### src/rtl/pwm_sched_pkg.sv
// Shared constants and types for the PWM ramp scheduler: channel count,
// FSM state codes and the default neutral control code.
package pwm_sched_pkg;

  localparam int CHAN_COUNT = 3;

  localparam logic [7:0] NEUTRAL_DEFAULT = 8'd0;
  localparam logic [1:0] CHAN_ILLEGAL    = 2'd3;

  // UPDn states are contiguous so a channel index maps straight onto its state.
  localparam logic [1:0] ST_IDLE = 2'd0;
  localparam logic [1:0] ST_UPD0 = 2'd1;
  localparam logic [1:0] ST_UPD1 = 2'd2;
  localparam logic [1:0] ST_UPD2 = 2'd3;

  typedef logic [7:0] code_t;
  typedef logic [3:0] step_t;

  function automatic logic [1:0] upd_state(input int idx);
    return ST_UPD0 + 2'(idx);
  endfunction

endpackage

### src/rtl/pwm_slew_step.sv
// One slew step for a single channel: jump when step is zero, otherwise move
// toward the target by at most step codes without overshooting.
module pwm_slew_step
  import pwm_sched_pkg::*;
(
  input  code_t i_cur,
  input  code_t i_target,
  input  step_t i_step,
  output code_t o_next
);

  // Nine bits so the sum cannot wrap and a negative difference shows in bit 8.
  logic [8:0] w_up;
  logic [8:0] w_down;

  assign w_up   = {1'b0, i_cur} + {5'b0, i_step};
  assign w_down = {1'b0, i_cur} - {5'b0, i_step};

  always_comb begin
    o_next = i_cur;
    if (i_step == '0) begin
      o_next = i_target;
    end else if (i_cur < i_target) begin
      o_next = (w_up >= {1'b0, i_target}) ? i_target : w_up[7:0];
    end else if (i_cur > i_target) begin
      o_next = (w_down[8] || (w_down[7:0] <= i_target)) ? i_target : w_down[7:0];
    end
  end

endmodule

### src/rtl/pwm_ramp_scheduler.sv
// Three-channel PWM ramp scheduler: accepts per-channel target/step commands,
// slews each channel once per tick and falls back to NEUTRAL on watchdog expiry.
module pwm_ramp_scheduler
  import pwm_sched_pkg::*;
#(
  parameter int         TICK_DIV   = 50000,
  parameter int         WDOG_TICKS = 500,
  parameter logic [7:0] NEUTRAL    = NEUTRAL_DEFAULT
) (
  input  logic       clk_in,
  input  logic       rst_in,
  input  logic       cmd_valid,
  output logic       cmd_ready,
  input  logic [1:0] cmd_chan,
  input  logic [7:0] cmd_target,
  input  logic [3:0] cmd_step,
  output logic [7:0] pwm_ctrl0,
  output logic [7:0] pwm_ctrl1,
  output logic [7:0] pwm_ctrl2,
  output logic [2:0] busy,
  output logic       wdog_expired,
  output logic       cmd_err
);

  localparam int TICK_W = (TICK_DIV > 1) ? $clog2(TICK_DIV) : 1;
  localparam int WDOG_W = $clog2(WDOG_TICKS + 1);
  localparam logic [TICK_W-1:0] TICK_LAST  = TICK_W'(TICK_DIV - 1);
  localparam logic [WDOG_W-1:0] WDOG_LIMIT = WDOG_W'(WDOG_TICKS);

  logic [TICK_W-1:0] r_tick_cnt;
  logic [WDOG_W-1:0] r_wdog_cnt;
  logic [1:0]        r_state;
  logic              r_wdog_expired;
  logic              r_cmd_err;
  code_t             r_cur    [CHAN_COUNT];
  code_t             r_target [CHAN_COUNT];
  step_t             r_step   [CHAN_COUNT];

  logic  w_tick;
  logic  w_accept;
  logic  w_legal;
  logic  w_wdog_fire;
  code_t w_sel_cur;
  code_t w_sel_target;
  step_t w_sel_step;
  code_t w_slew_next;

  assign w_tick      = (r_tick_cnt == TICK_LAST);
  // Gated by rst_in so nothing is offered while reset is held.
  assign cmd_ready   = rst_in & (r_state == ST_IDLE) & ~w_tick;
  assign w_accept    = cmd_valid & cmd_ready;
  assign w_legal     = w_accept & (cmd_chan != CHAN_ILLEGAL);
  assign w_wdog_fire = w_tick & ~r_wdog_expired & (r_wdog_cnt == WDOG_LIMIT - 1'b1);

  always_ff @(posedge clk_in or negedge rst_in) begin
    if (!rst_in) begin
      r_tick_cnt <= '0;
    end else if (w_tick) begin
      r_tick_cnt <= '0;
    end else begin
      r_tick_cnt <= r_tick_cnt + 1'b1;
    end
  end

  always_ff @(posedge clk_in or negedge rst_in) begin
    if (!rst_in) begin
      r_state <= ST_IDLE;
    end else begin
      case (r_state)
        ST_IDLE: r_state <= w_tick ? ST_UPD0 : ST_IDLE;
        ST_UPD0: r_state <= ST_UPD1;
        ST_UPD1: r_state <= ST_UPD2;
        default: r_state <= ST_IDLE;
      endcase
    end
  end

  // Counter parks at zero once expired; only a legal command re-arms it.
  always_ff @(posedge clk_in or negedge rst_in) begin
    if (!rst_in) begin
      r_wdog_cnt     <= '0;
      r_wdog_expired <= 1'b0;
    end else if (w_legal) begin
      r_wdog_cnt     <= '0;
      r_wdog_expired <= 1'b0;
    end else if (w_wdog_fire) begin
      r_wdog_cnt     <= '0;
      r_wdog_expired <= 1'b1;
    end else if (w_tick && !r_wdog_expired) begin
      r_wdog_cnt <= r_wdog_cnt + 1'b1;
    end
  end

  always_ff @(posedge clk_in or negedge rst_in) begin
    if (!rst_in) begin
      r_cmd_err <= 1'b0;
    end else begin
      r_cmd_err <= w_accept & (cmd_chan == CHAN_ILLEGAL);
    end
  end

  always_comb begin
    w_sel_cur    = r_cur[0];
    w_sel_target = r_target[0];
    w_sel_step   = r_step[0];
    case (r_state)
      ST_UPD1: begin
        w_sel_cur    = r_cur[1];
        w_sel_target = r_target[1];
        w_sel_step   = r_step[1];
      end
      ST_UPD2: begin
        w_sel_cur    = r_cur[2];
        w_sel_target = r_target[2];
        w_sel_step   = r_step[2];
      end
      default: ;
    endcase
  end

  pwm_slew_step u_slew (
    .i_cur    (w_sel_cur),
    .i_target (w_sel_target),
    .i_step   (w_sel_step),
    .o_next   (w_slew_next)
  );

  for (genvar gi = 0; gi < CHAN_COUNT; gi++) begin : g_chan
    localparam logic [1:0] CHAN_ID = 2'(gi);
    localparam logic [1:0] ST_MINE = upd_state(gi);

    // Commands and ticks never share a cycle, so the two writers cannot collide.
    always_ff @(posedge clk_in or negedge rst_in) begin
      if (!rst_in) begin
        r_target[gi] <= NEUTRAL;
        r_step[gi]   <= '0;
      end else if (w_wdog_fire) begin
        r_target[gi] <= NEUTRAL;
      end else if (w_legal && (cmd_chan == CHAN_ID)) begin
        r_target[gi] <= cmd_target;
        r_step[gi]   <= cmd_step;
      end
    end

    always_ff @(posedge clk_in or negedge rst_in) begin
      if (!rst_in) begin
        r_cur[gi] <= NEUTRAL;
      end else if (r_state == ST_MINE) begin
        r_cur[gi] <= w_slew_next;
      end
    end

    assign busy[gi] = (r_cur[gi] != r_target[gi]);
  end

  assign pwm_ctrl0    = r_cur[0];
  assign pwm_ctrl1    = r_cur[1];
  assign pwm_ctrl2    = r_cur[2];
  assign wdog_expired = r_wdog_expired;
  assign cmd_err      = r_cmd_err;

endmodule

### config.mk
export PLATFORM = sky130hd
export DESIGN_NAME = pwm_ramp_scheduler
export DESIGN_NICKNAME = d
export VERILOG_FILES = /design/src/rtl/pwm_sched_pkg.sv /design/src/rtl/pwm_slew_step.sv /design/src/rtl/pwm_ramp_scheduler.sv
export SDC_FILE = /design/constraint.sdc
export NUM_CORES = 1
export LEC_CHECK = 0
export ABC_AREA = 0
export CAP_MARGIN = 20
export CORE_MARGIN = 2
export CORE_UTILIZATION = 55
export CTS_BUF_LIST = sky130_fd_sc_hd__clkbuf_8
export DETAILED_ROUTE_END_ITERATION = 7
export GPL_ROUTABILITY_DRIVEN = 0
export PLACE_DENSITY = 0.85
export SETUP_SLACK_MARGIN = 0.3
export SLEW_MARGIN = 20
export SYNTH_ARGS = -nofsm -noshare
export SYNTH_HDL_FRONTEND = slang
export SYNTH_SLANG_ARGS = --single-unit
### constraint.sdc
create_clock -name clk_in -period 6 [get_ports clk_in]
set_input_delay 0.6 -clock clk_in [delete_from_list [all_inputs] [get_ports clk_in]]
set_output_delay 0.6 -clock clk_in [all_outputs]
set_load 0.05 [all_outputs]
==> summary.txt, run 1 <==
Critical path
  • Kind of start point of the critical path: flip-flop
  • Worst setup EP type: flip-flop
  • CP required: 6210 ps
  • CP Max Fanout: 35
  • Worst setup path class: reg -> reg
  • CP arrival: 5490 ps
  • Reg2Reg Depth: 21

Route
  • DR iter-0 viols: 527
  • Routed vias: 5,041
  • DRT antenna net count: 0
  • Mean routed wirelength per cell: 18.91 µm
  • Final WL: 15.11 mm
  • DRC: 0
  • Via density: 6.309
  • DR pass1 iterations: 6

Global route
  • Total GRT Usage: 27.93%
  • Number of global-route vias before repair: 4,934
  • First-pass GRT wire length: 24.85 mm
  • Pin count of the biggest net entering global routing: 56
  • Grt ovf: 0
  • Initial antenna violation count: 0

Logic synthesis
  • Synth Area in Simple Gates: 18.58%
  • Flop and latch count out of synthesis: 89
  • Compound-Gate Fraction of Synth Area: 19.17%
  • Largest family of logic cells by synthesized area: compound AO/OA/AOI/OAI gates
  • Asr flop ratio synth: 100.0%
  • Synth Cell Area: 5744 µm²
  • Avg Inst Size Synth: 9.220 µm²
  • Post-synthesis sequential area ratio: 38.77%
  • Ys Warns: 0
  • Top FF cell, synth: dfrtp_1
  • Ranking of synthesized cells by area: dfrtp_1, ha_1, xor2_1, nand2_1, a22o_1
  • Multiplexer area fraction after synthesis: 2.352%
  • Post-Synthesis Cells: 623
  • Netlist cell types: 60
  • Largest area contributor in the netlist: dfrtp_1
  • Area share of fa/ha/maj cells after synthesis: 8.974%
  • Area share of the largest cell type after synthesis: 38.77%
  • Mapped Nets: 680
  • Xor/xnor share of the synthesized area: 7.929%
  • Post-synth EDFFs: 0

Layout
  • Commonest non-fill, non-tap cell in the layout: dfrtp_1
  • Share of layout cells above drive strength 1: 5.430%
  • Net count, final: 715
  • Commonest non-fill, non-tap cells in the layout: dfrtp_1, nand2_1, nor2_1
  • Area growth syn-to-layout: 13.24%
  • N_diodes: 0

Floorplan
  • Die Y: 106.2 µm
  • Initial Util: 56.15%
  • I/O Pins: 47
  • # rows: 37
  • Core ar.: 10,230 µm²
  • Die W: 106.2 µm
  • Die Area: 11,280 µm²

Hold path
  • Worst Hold Class: in -> async

Job
  • Max-cap viol count: 0

Placement
  • Post-DP HPWL: 11.34 mm
  • Input/output buffers: 46

Power
  • Max IR drop VDD: 0.0001861 V
  • PD cells: 243.3 nW/µm²
  • LEAKAGE: 3.009 nW
  • Tot Pwr: 1.583 mW

CTS
  • CTS Sinks: 89
  • Reg clk slew, reported paths: 100 ps
  • H-tree levels: 3
  • Resized Gates After CTS: 0
  • Clock Path Buffers: 2
  • Root cell of the clock tree: clkbuf_8
  • Clk_lat worst skew: 370 ps
  • Post-CTS Hold Fix Bufs: 0
  • Post CTS Setup Buffer Count: 0
  • Clock tree from TritonCTS: done
  • Total CTS buffers: 9

Timing
  • Final setup violating endpoints: 0
  • Min cycle time layout: 5282 ps
  • TNS Setup: 0 ps
  • Slew @ Worst Pin: 698.7 ps
  • Max Fclk: 189.3 MHz
  • Clock skew: 13.48 ps
  • Slew HR: 53.42%
  • Final hold violations: 0
  • RSZ-0062 raised after global routing: false
  • Final period utilization: 88.03%
  • Slew Limit Fails: 0

Status
  • Status: complete, no violations
[flip-flops by register name (all words and copies together) (netlist names)]
| name | count |
|---|---|
| pwm_ctrl0 | 8 |
| pwm_ctrl2 | 8 |
| r_tick_cnt | 16 |
| cmd_err | 1 |
| r_step | 12 |
| r_state | 2 |
| r_wdog_cnt | 9 |
| wdog_expired | 1 |
| r_target | 24 |
| pwm_ctrl1 | 8 |
[through the flow]
| stage | utilization [%] | area [µm²] | instances | worst slack (ps) | hold slack (ps) |
|---|---|---|---|---|---|
| 2_1_floorplan | - | 5744 | 623 | 1379 | 304.4 |
| 3_3_place_gp | 61.43 | 6285 | 783 | 999.3 | 468.0 |
| 3_5_place_dp | 61.43 | 6285 | 783 | 836.7 | 477.6 |
| 4_1_cts | 63.58 | 6505 | 799 | 804.6 | 177.7 |
| 5_1_grt | 63.58 | 6505 | 799 | 333.1 | 200.7 |
| 6_report | 63.58 | 6505 | 799 | 718.5 | 171.0 |
[metal layers]
layer	track usage [%]	vias up	wire length, µm
met5	0	-	0
li1	-	2313	-
met4	12.31	0	591
met2	46.06	257	7337
met1	35.98	2407	6048
met3	5.150	64	1135
[final timing paths]
check | startpoint | endpoint | slack, ps
max | r_state[0]$_DFF_PN0_ | pwm_ctrl0[4]$_DFFE_PN0N_ | 720
min | rst_in | r_tick_cnt[5]$_DFF_PN0_ | 170
max reg2reg | r_state[0]$_DFF_PN0_ | pwm_ctrl0[4]$_DFFE_PN0N_ | 720
min reg2reg | r_tick_cnt[0]$_DFF_PN0_ | r_tick_cnt[0]$_DFF_PN0_ | 500
max in group asynchronous | rst_in | r_target[10]$_DFFE_PN0P_ | 4780
min in group clk_in | r_tick_cnt[0]$_DFF_PN0_ | r_tick_cnt[0]$_DFF_PN0_ | 500
[power by group]
| group | switching [mW] | leakage [nW] | internal [mW] |
|---|---|---|---|
| combinational | 0.263 | 1.74 | 0.163 |
| clock | 0.240 | 0.108 | 0.213 |
| sequential | 0.0524 | 1.17 | 0.651 |
| total | 0.556 | 3.01 | 1.03 |
[cell usage after synthesis, drive strengths merged (4+ instances only)]
library cell	n
a21oi	27
or3	7
dfrtp	89
nor3b	5
inv	30
o211ai	5
xor2	35
mux2	12
and3	4
nor3	4
nand4	10
a21o	7
o21ai	43
a22o	24
clkbuf	14
nand3	16
a32o	5
buf	13
nand2	70
a211oi	4
xnor2	17
a31oi	26
nor2	49
and2	5
ha	38
nor2b	11
a22oi	5
nor4	9
[cell families after synthesis]
family	count (synthesis)
xor+xnor	52
flops	89
fa+ha+maj	40
compound gates	165
mux	12
simple gates	208
buf+inv	57
[worst max-delay path, cell delays in order (launching register included)]
cell      delay [ps]
dfrtp_1          410
inv_1             80
ha_1             300
buf_4            290
a22o_1           250
a21o_1           200
inv_1            110
ha_1             170
inv_1             50
fa_1             400
a21o_1           180
a21oi_2          250
and3_1           250
xnor2_1          190
inv_1             90
ha_1             290
and4_1           200
o31a_1           290
nand2_1          270
nor3_1           120
o311ai_1         550
a31oi_1          180
[layout make-up]
| type | instances | area [µm²] |
|---|---|---|
| multi-input combinational | 477 | 3279 |
| sequential | 89 | 2227 |
| clock buffer | 10 | 137.6 |
| tap | 136 | 170.2 |
| fill | 780 | 3726 |
| inverter | 30 | 112.6 |
| timing repair buffer | 51 | 495.5 |
| clock inverter | 6 | 82.58 |
No activity file was read; power rests on OpenSTA's default activity.
==> run 2: changes to the inputs <==
CORE_ASPECT_RATIO = 1.4   (was not set)
==> run 2 against run 1 <==
Global-route usage rose by 0.27 points; sequential share of layout area barely moved; clock skew fell by 2.9 ps; die area rose by 0.10%; design area rose by 0.13%; register-to-register slack got worse by 30 ps; non-clock buffer count did not move; largest power group unchanged; worst setup slack got worse by 30 ps; sequential cell count did not move; highest routed layer unchanged; combinational power rose by 2%; first-iteration DRC count rose by 21%; clock-buffer cell count fell by 1; critical endpoint is now pwm_ctrl1[5]$_DFFE_PN0N_.
==> summary.txt, run 2 (same netlist as run 1, synthesis figures left out) <==
Status
  • Status: complete, no violations

Floorplan
  • Die W: 90.37 µm (-15%)
  • I/O Pins: 47 (unchanged)
  • Initial Util: 55.80% (-0.35 points)
  • Core ar.: 10,290 µm² (+0.62%)
  • Die Y: 124.9 µm (+18%)
  • # rows: 44 (+19%)
  • Die Area: 11,290 µm² (+0.10%)

Timing
  • Min cycle time layout: 5311 ps (+29.84 ps)
  • TNS Setup: 0 ps (unchanged)
  • Final hold violations: 0 (unchanged)
  • Max Fclk: 188.3 MHz (-0.56%)
  • Slew Limit Fails: 0 (unchanged)
  • Final period utilization: 88.52% (+0.50 points)
  • RSZ-0062 raised after global routing: false
  • Clock skew: 10.57 ps (-2.910 ps)
  • Slew HR: 42.21% (-11 points)
  • Slew @ Worst Pin: 866.8 ps (+168.1 ps)
  • Final setup violating endpoints: 0 (unchanged)

CTS
  • Resized Gates After CTS: 0 (unchanged)
  • H-tree levels: 3 (unchanged)
  • Post-CTS Hold Fix Bufs: 0 (unchanged)
  • Reg clk slew, reported paths: 100 ps (about the same)
  • Clk_lat worst skew: 380 ps (about the same)
  • Root cell of the clock tree: clkbuf_8
  • CTS Sinks: 89 (unchanged)
  • Clock tree from TritonCTS: done
  • Clock Path Buffers: 2 (unchanged)
  • Total CTS buffers: 9 (unchanged)
  • Post CTS Setup Buffer Count: 0 (unchanged)

Route
  • DRC: 0 (unchanged)
  • Mean routed wirelength per cell: 19.29 µm (+2.0%)
  • DRT antenna net count: 0 (unchanged)
  • DR iter-0 viols: 639 (+21%)
  • DR pass1 iterations: 5 (-1)
  • Via density: 6.283 (-0.41%)
  • Final WL: 15.45 mm (+2.2%)
  • Routed vias: 5,033 (-0.16%)

Critical path
  • CP arrival: 5530 ps (+40 ps)
  • Worst setup EP type: flip-flop
  • Reg2Reg Depth: 22 (+4.8%)
  • Kind of start point of the critical path: flip-flop
  • Reg-to-Reg End: pwm_ctrl1[5]$_DFFE_PN0N_
  • CP Max Fanout: 35 (unchanged)
  • Critical R2R Launch: r_state[0]$_DFF_PN0_
  • CP required: 6220 ps (about the same)
  • Worst setup path class: reg -> reg
  • R2R Setup Slk: 690 ps (-30 ps)

Layout
  • Max FFs per register: 24 (unchanged)
  • Commonest non-fill, non-tap cells in the layout: dfrtp_1, nand2_1, nor2_1
  • Post-layout utilization of the core: 63.27% (-0.31 points)
  • Share of layout cells above drive strength 1: 5.430% (unchanged)
  • Largest register by flop count: r_target
  • Net count, final: 715 (unchanged)
  • Commonest non-fill, non-tap cell in the layout: dfrtp_1
  • Largest registers: r_target: 24 flops, r_tick_cnt: 16 flops, r_step: 12 flops
  • N_diodes: 0 (unchanged)
  • Area growth syn-to-layout: 13.40%

Hold path
  • Worst Hold Class: in -> async

Power
  • Max IR drop VDD: 0.0001841 V (-1.1%)
  • Combinational Power Share: 27.2% (+0.3 points)
  • Clock share of power: 29.1% (+0.5 points)
  • Net Switching: 0.5484 mW (-1.3%)
  • Internal power: 1.053 mW (+2.5%)
  • LEAKAGE: 3.011 nW (about the same)
  • PD cells: 245.9 nW/µm² (+1.0%)
  • Part of the power in registers: 43.7% (-0.7 points)
  • Switch share: 34.25% (-0.86 points)

Global route
  • Number of global-route vias before repair: 4,943 (+0.18%)
  • Total GRT Usage: 28.20% (+0.27 points)
  • Grt ovf: 0 (unchanged)
  • Pin count of the biggest net entering global routing: 72 (+29%)
  • First-pass GRT wire length: 25.29 mm (+1.8%)
  • Initial antenna violation count: 0 (unchanged)

Placement
  • Post-DP HPWL: 11.64 mm (+2.6%)
  • Input/output buffers: 46 (unchanged)

Job
  • Max-cap viol count: 0 (unchanged)
==> run 2: power by group through the flow <==
stage	clock network [mW]	registers [mW]	logic [mW]
after floorplan	0	0.695	0.301
after global placement	0	0.708	0.398
after detailed placement	0	0.711	0.420
after CTS	0.472	0.699	0.423
after global routing	0.496	0.706	0.484
final	0.466	0.700	0.436
==> run 2: how the worst max path moves through the flow <==
stage | start | end | slack, ps | cells past startpoint
floorplan | r_state[0]$_DFF_PN0_ | pwm_ctrl0[4]$_DFFE_PN0N_ | 1380 | 23
global placement | r_state[0]$_DFF_PN0_ | pwm_ctrl1[5]$_DFFE_PN0N_ | 960 | 22
detailed placement | r_state[0]$_DFF_PN0_ | pwm_ctrl1[5]$_DFFE_PN0N_ | 810 | 22
CTS | r_state[0]$_DFF_PN0_ | pwm_ctrl1[5]$_DFFE_PN0N_ | 760 | 22
global route | r_state[0]$_DFF_PN0_ | pwm_ctrl1[5]$_DFFE_PN0N_ | 420 | 22
finish | r_state[0]$_DFF_PN0_ | pwm_ctrl1[5]$_DFFE_PN0N_ | 690 | 22
==> run 2: cell type report <==
class	count	area, µm²
inverter	30	112.6
tap	138	172.7
sequential	89	2227
multi-input combinational	477	3279
clock buffer	9	123.9
clock inverter	7	102.6
timing repair buffer	51	495.5
fill	837	3781
==> run 2: worst max-delay path: stages (launching register included) <==
cell      delay [ps]
dfrtp_1          410
inv_1             90
ha_1             290
buf_4            280
a22o_1           250
a21o_1           210
inv_1            110
ha_1             170
inv_1             50
fa_1             410
a21o_1           190
a21oi_2          260
and3_1           250
xnor2_1          180
inv_1             70
ha_1             280
and4_1           200
nand4_1           90
o31a_1           150
nand2_1          220
or3_1            420
a31oi_1          340
o221ai_1         210
==> run 2: metrics by stage <==
| step | hold WS, ps | cell area [µm²] | cells | setup slack [ps] | total power [mW] |
|---|---|---|---|---|---|
| floorplan | 304.4 | 5744 | 623 | 1379 | 0.9962 |
| global placement | 464.6 | 6287 | 785 | 963.1 | 1.106 |
| detailed placement | 476.4 | 6287 | 785 | 810.3 | 1.131 |
| CTS | 78.09 | 6514 | 801 | 756.5 | 1.593 |
| global route | 91.81 | 6514 | 801 | 423.9 | 1.686 |
| finish | 88.28 | 6514 | 801 | 688.6 | 1.601 |
==> run 2: routing by layer <==
metal / GRT usage (%) / part of all wire (%)
met4: 14.93 / 5.0
met1: 34.65 / 39
met3: 4.900 / 7.0
met5: 0 / 0
met2: 47.41 / 49
==> run 3: changes to the inputs <==
CTS_CLUSTER_DIAMETER = 50   (was not set)
DONT_BUFFER_PORTS = 1   (was not set)
GPL_TIMING_DRIVEN = 0   (was not set)
PLACE_DENSITY = 0.79   (was 0.85)
==> run 3 against run 2 <==
Register-to-register slack got worse by 90 ps; combinational power decreased by 2%; non-clock buffer count fell by 23; sequential cell count did not move; global-route usage fell by 0.65 points; sequential share of layout area rose by 1.9 points; clock-buffer cell count is 2 higher; highest routed layer unchanged.
==> summary.txt, run 3 (same netlist as run 1, synthesis figures left out) <==
Critical path
  • CP arrival: 5680 ps (+150 ps)
  • Worst setup path class: reg -> reg
  • Kind of start point of the critical path: flip-flop
  • R2R Setup Slk: 600 ps (-90 ps)
  • CP Cell Sequence: inv_1, ha_1, buf_4, nor2_4, clkbuf_2, nand2_1, nand2_1, ha_1, buf_2, nor2b_1, a221oi_1, nand4_1, xnor2_1, inv_1, ha_1, and4_1, nand4_1, o31a_1, nand2_1, clkbuf_2, o41ai_1, o21ai_1, a31oi_1
  • Worst stage delay on the critical path: 470 ps (+50 ps)
  • CP Max Fanout: 10 (-71%)
  • CP max stage cell: o41ai_1
  • Worst path top cell family by delay: compound AO/OA/AOI/OAI gates
  • CP required: 6280 ps (+60 ps)
  • Worst setup EP type: flip-flop
  • Crit path buf inv count: 6 (+1)

Power
  • Max IR drop VDD: 0.0001941 V (+5.4%)
  • Switch share: 33.61% (-0.64 points)
  • Clock share of power: 26.9% (-2.2 points)
  • PD cells: 249.5 nW/µm² (+1.5%)
  • Net Switching: 0.5176 mW (-5.6%)
  • LEAKAGE: 2.910 nW (-3.4%)
  • Part of the power in registers: 45.4% (+1.7 points)
  • Internal power: 1.023 mW (-2.9%)
  • Combinational Power Share: 27.7% (+0.5 points)

Layout
  • Max FFs per register: 24 (unchanged)
  • N_diodes: 0 (unchanged)
  • Net count, final: 692 (-3.2%)
  • Area growth syn-to-layout: 7.449%
  • Non-Filler Instances: 777 (-3.0%)
  • Commonest non-fill, non-tap cell in the layout: dfrtp_1
  • Share of layout cells above drive strength 1: 7.512% (+2.1 points)
  • Largest register by flop count: r_target
  • Largest registers: r_target: 24 flops, r_tick_cnt: 16 flops, r_step: 12 flops
  • Commonest non-fill, non-tap cells in the layout: dfrtp_1, nand2_1, nor2_1

Route
  • Routed vias: 4,925 (-2.1%)
  • Final WL: 15.22 mm (-1.5%)
  • Via density: 6.338 (+0.88%)
  • DR pass1 iterations: 6 (+1)
  • DRT antenna net count: 0 (unchanged)
  • Mean routed wirelength per cell: 19.59 µm (+1.6%)
  • DRC: 0 (unchanged)
  • DR iter-0 viols: 521 (-18%)

Floorplan
  • # rows: 44 (unchanged)
  • Die Y: 124.9 µm (unchanged)
  • I/O Pins: 47 (unchanged)
  • Core ar.: 10,290 µm² (unchanged)
  • Die Area: 11,290 µm² (unchanged)
  • Initial Util: 55.80% (unchanged)
  • Die W: 90.37 µm (unchanged)

Timing
  • Final setup violating endpoints: 0 (unchanged)
  • Slew @ Worst Pin: 871.0 ps (+4.212 ps)
  • Clock skew: 13.34 ps (+2.780 ps)
  • Min cycle time layout: 5397 ps (+86.12 ps)
  • RSZ-0062 raised after global routing: false
  • Final hold violations: 0 (unchanged)
  • Slew HR: 41.72% (-0.50 points)
  • Max Fclk: 185.3 MHz (-1.6%)
  • Final period utilization: 89.96% (+1.4 points)
  • Slew Limit Fails: 0 (unchanged)
  • TNS Setup: 0 ps (unchanged)

Hold path
  • Worst Hold Class: in -> async

CTS
  • Total CTS buffers: 9 (unchanged)
  • Clock Path Buffers: 2 (unchanged)
  • Post CTS Setup Buffer Count: 0 (unchanged)
  • Clk_lat worst skew: 360 ps (-20 ps)
  • Root cell of the clock tree: clkbuf_8
  • H-tree levels: 3 (unchanged)
  • Reg clk slew, reported paths: 90 ps (about the same)
  • CTS Sinks: 89 (unchanged)
  • Clock tree from TritonCTS: done

Placement
  • Input/output buffers: 0 (-100%)
  • # placed instances: 761 (-3.1%)
  • Post-DP HPWL: 11.78 mm (+1.2%)

Global route
  • Grt ovf: 0 (unchanged)
  • First-pass GRT wire length: 24.87 mm (-1.6%)
  • Initial antenna violation count: 0 (unchanged)
  • Pin count of the biggest net entering global routing: 90 (+25%)
  • Total GRT Usage: 27.55% (-0.65 points)
  • Number of global-route vias before repair: 4,846 (-2.0%)

Job
  • Max-cap viol count: 0 (unchanged)

Status
  • Status: complete, no violations
run 3: path summary, 6_finish.rpt:
path / start / to / cells after the start
worst max-delay path: r_state[0]$_DFF_PN0_ / pwm_ctrl1[7]$_DFFE_PN0N_ / 23
max in group asynchronous: rst_in / r_tick_cnt[4]$_DFF_PN0_ / 1
min in group clk_in: cmd_target[4] / r_target[12]$_DFFE_PN0P_ / 2
worst max register to register: r_state[0]$_DFF_PN0_ / pwm_ctrl1[7]$_DFFE_PN0N_ / 23
worst min register to register: r_step[1]$_DFFE_PN0P_ / r_step[1]$_DFFE_PN0P_ / 1
worst min-delay path: rst_in / r_target[2]$_DFFE_PN0P_ / 1
run 3: stage by stage:
| step | utilization [%] | power (mW) | hold WS, ps | worst slack, ps | instance area [µm²] |
|---|---|---|---|---|---|
| floorplan | - | 0.9962 | 304.4 | 1379 | 5744 |
| global placement | 57.47 | 1.086 | 308.5 | 555.5 | 5917 |
| detailed placement | 57.47 | 1.108 | 307.8 | 421.4 | 5917 |
| CTS | 59.65 | 1.530 | 158.1 | 395.3 | 6141 |
| global route | 59.95 | 1.625 | 150.4 | 327.9 | 6172 |
| finish | 59.95 | 1.540 | 116.9 | 602.5 | 6172 |
run 3: what timing repair did:
item                                    in CTS  in global routing
gates resized for setup                      0                 11
hold endpoints to repair                    89                  0
endpoints found under the setup margin       0                 24
hold buffers                                 1                  0
run 3: area by class of cell:
class	instances	area [µm²]
Multi-Input combinational cell	477	3302
Clock buffer	11	151.4
Inverter	30	112.6
Sequential cell	89	2227
Fill cell	890	4123
Clock inverter	4	45.04
Timing Repair Buffer	1	27.53
Buffer	27	133.9
Tap cell	138	172.7
run 3: power by group through the flow:
stage          Combinational (mW)  Sequential, mW  Clock (mW)
2_1_floorplan               0.301           0.695           0
3_3_place_gp                0.380           0.706           0
3_5_place_dp                0.397           0.711           0
4_1_cts                     0.413           0.698       0.418
5_1_grt                     0.475           0.706       0.444
6_report                    0.426           0.700       0.414
run 3: routing by layer:
layer / wire (µm) / global-route usage [%] / part of all wire [%] / vias to the layer above
li1: - / - / - / 2272
met1: 5665 / 31.76 / 37 / 2373
met2: 7638 / 47.50 / 50 / 225
met3: 1165 / 6.957 / 7.7 / 55
met4: 750 / 13.67 / 4.9 / 0
met5: 0 / 0 / 0 / -
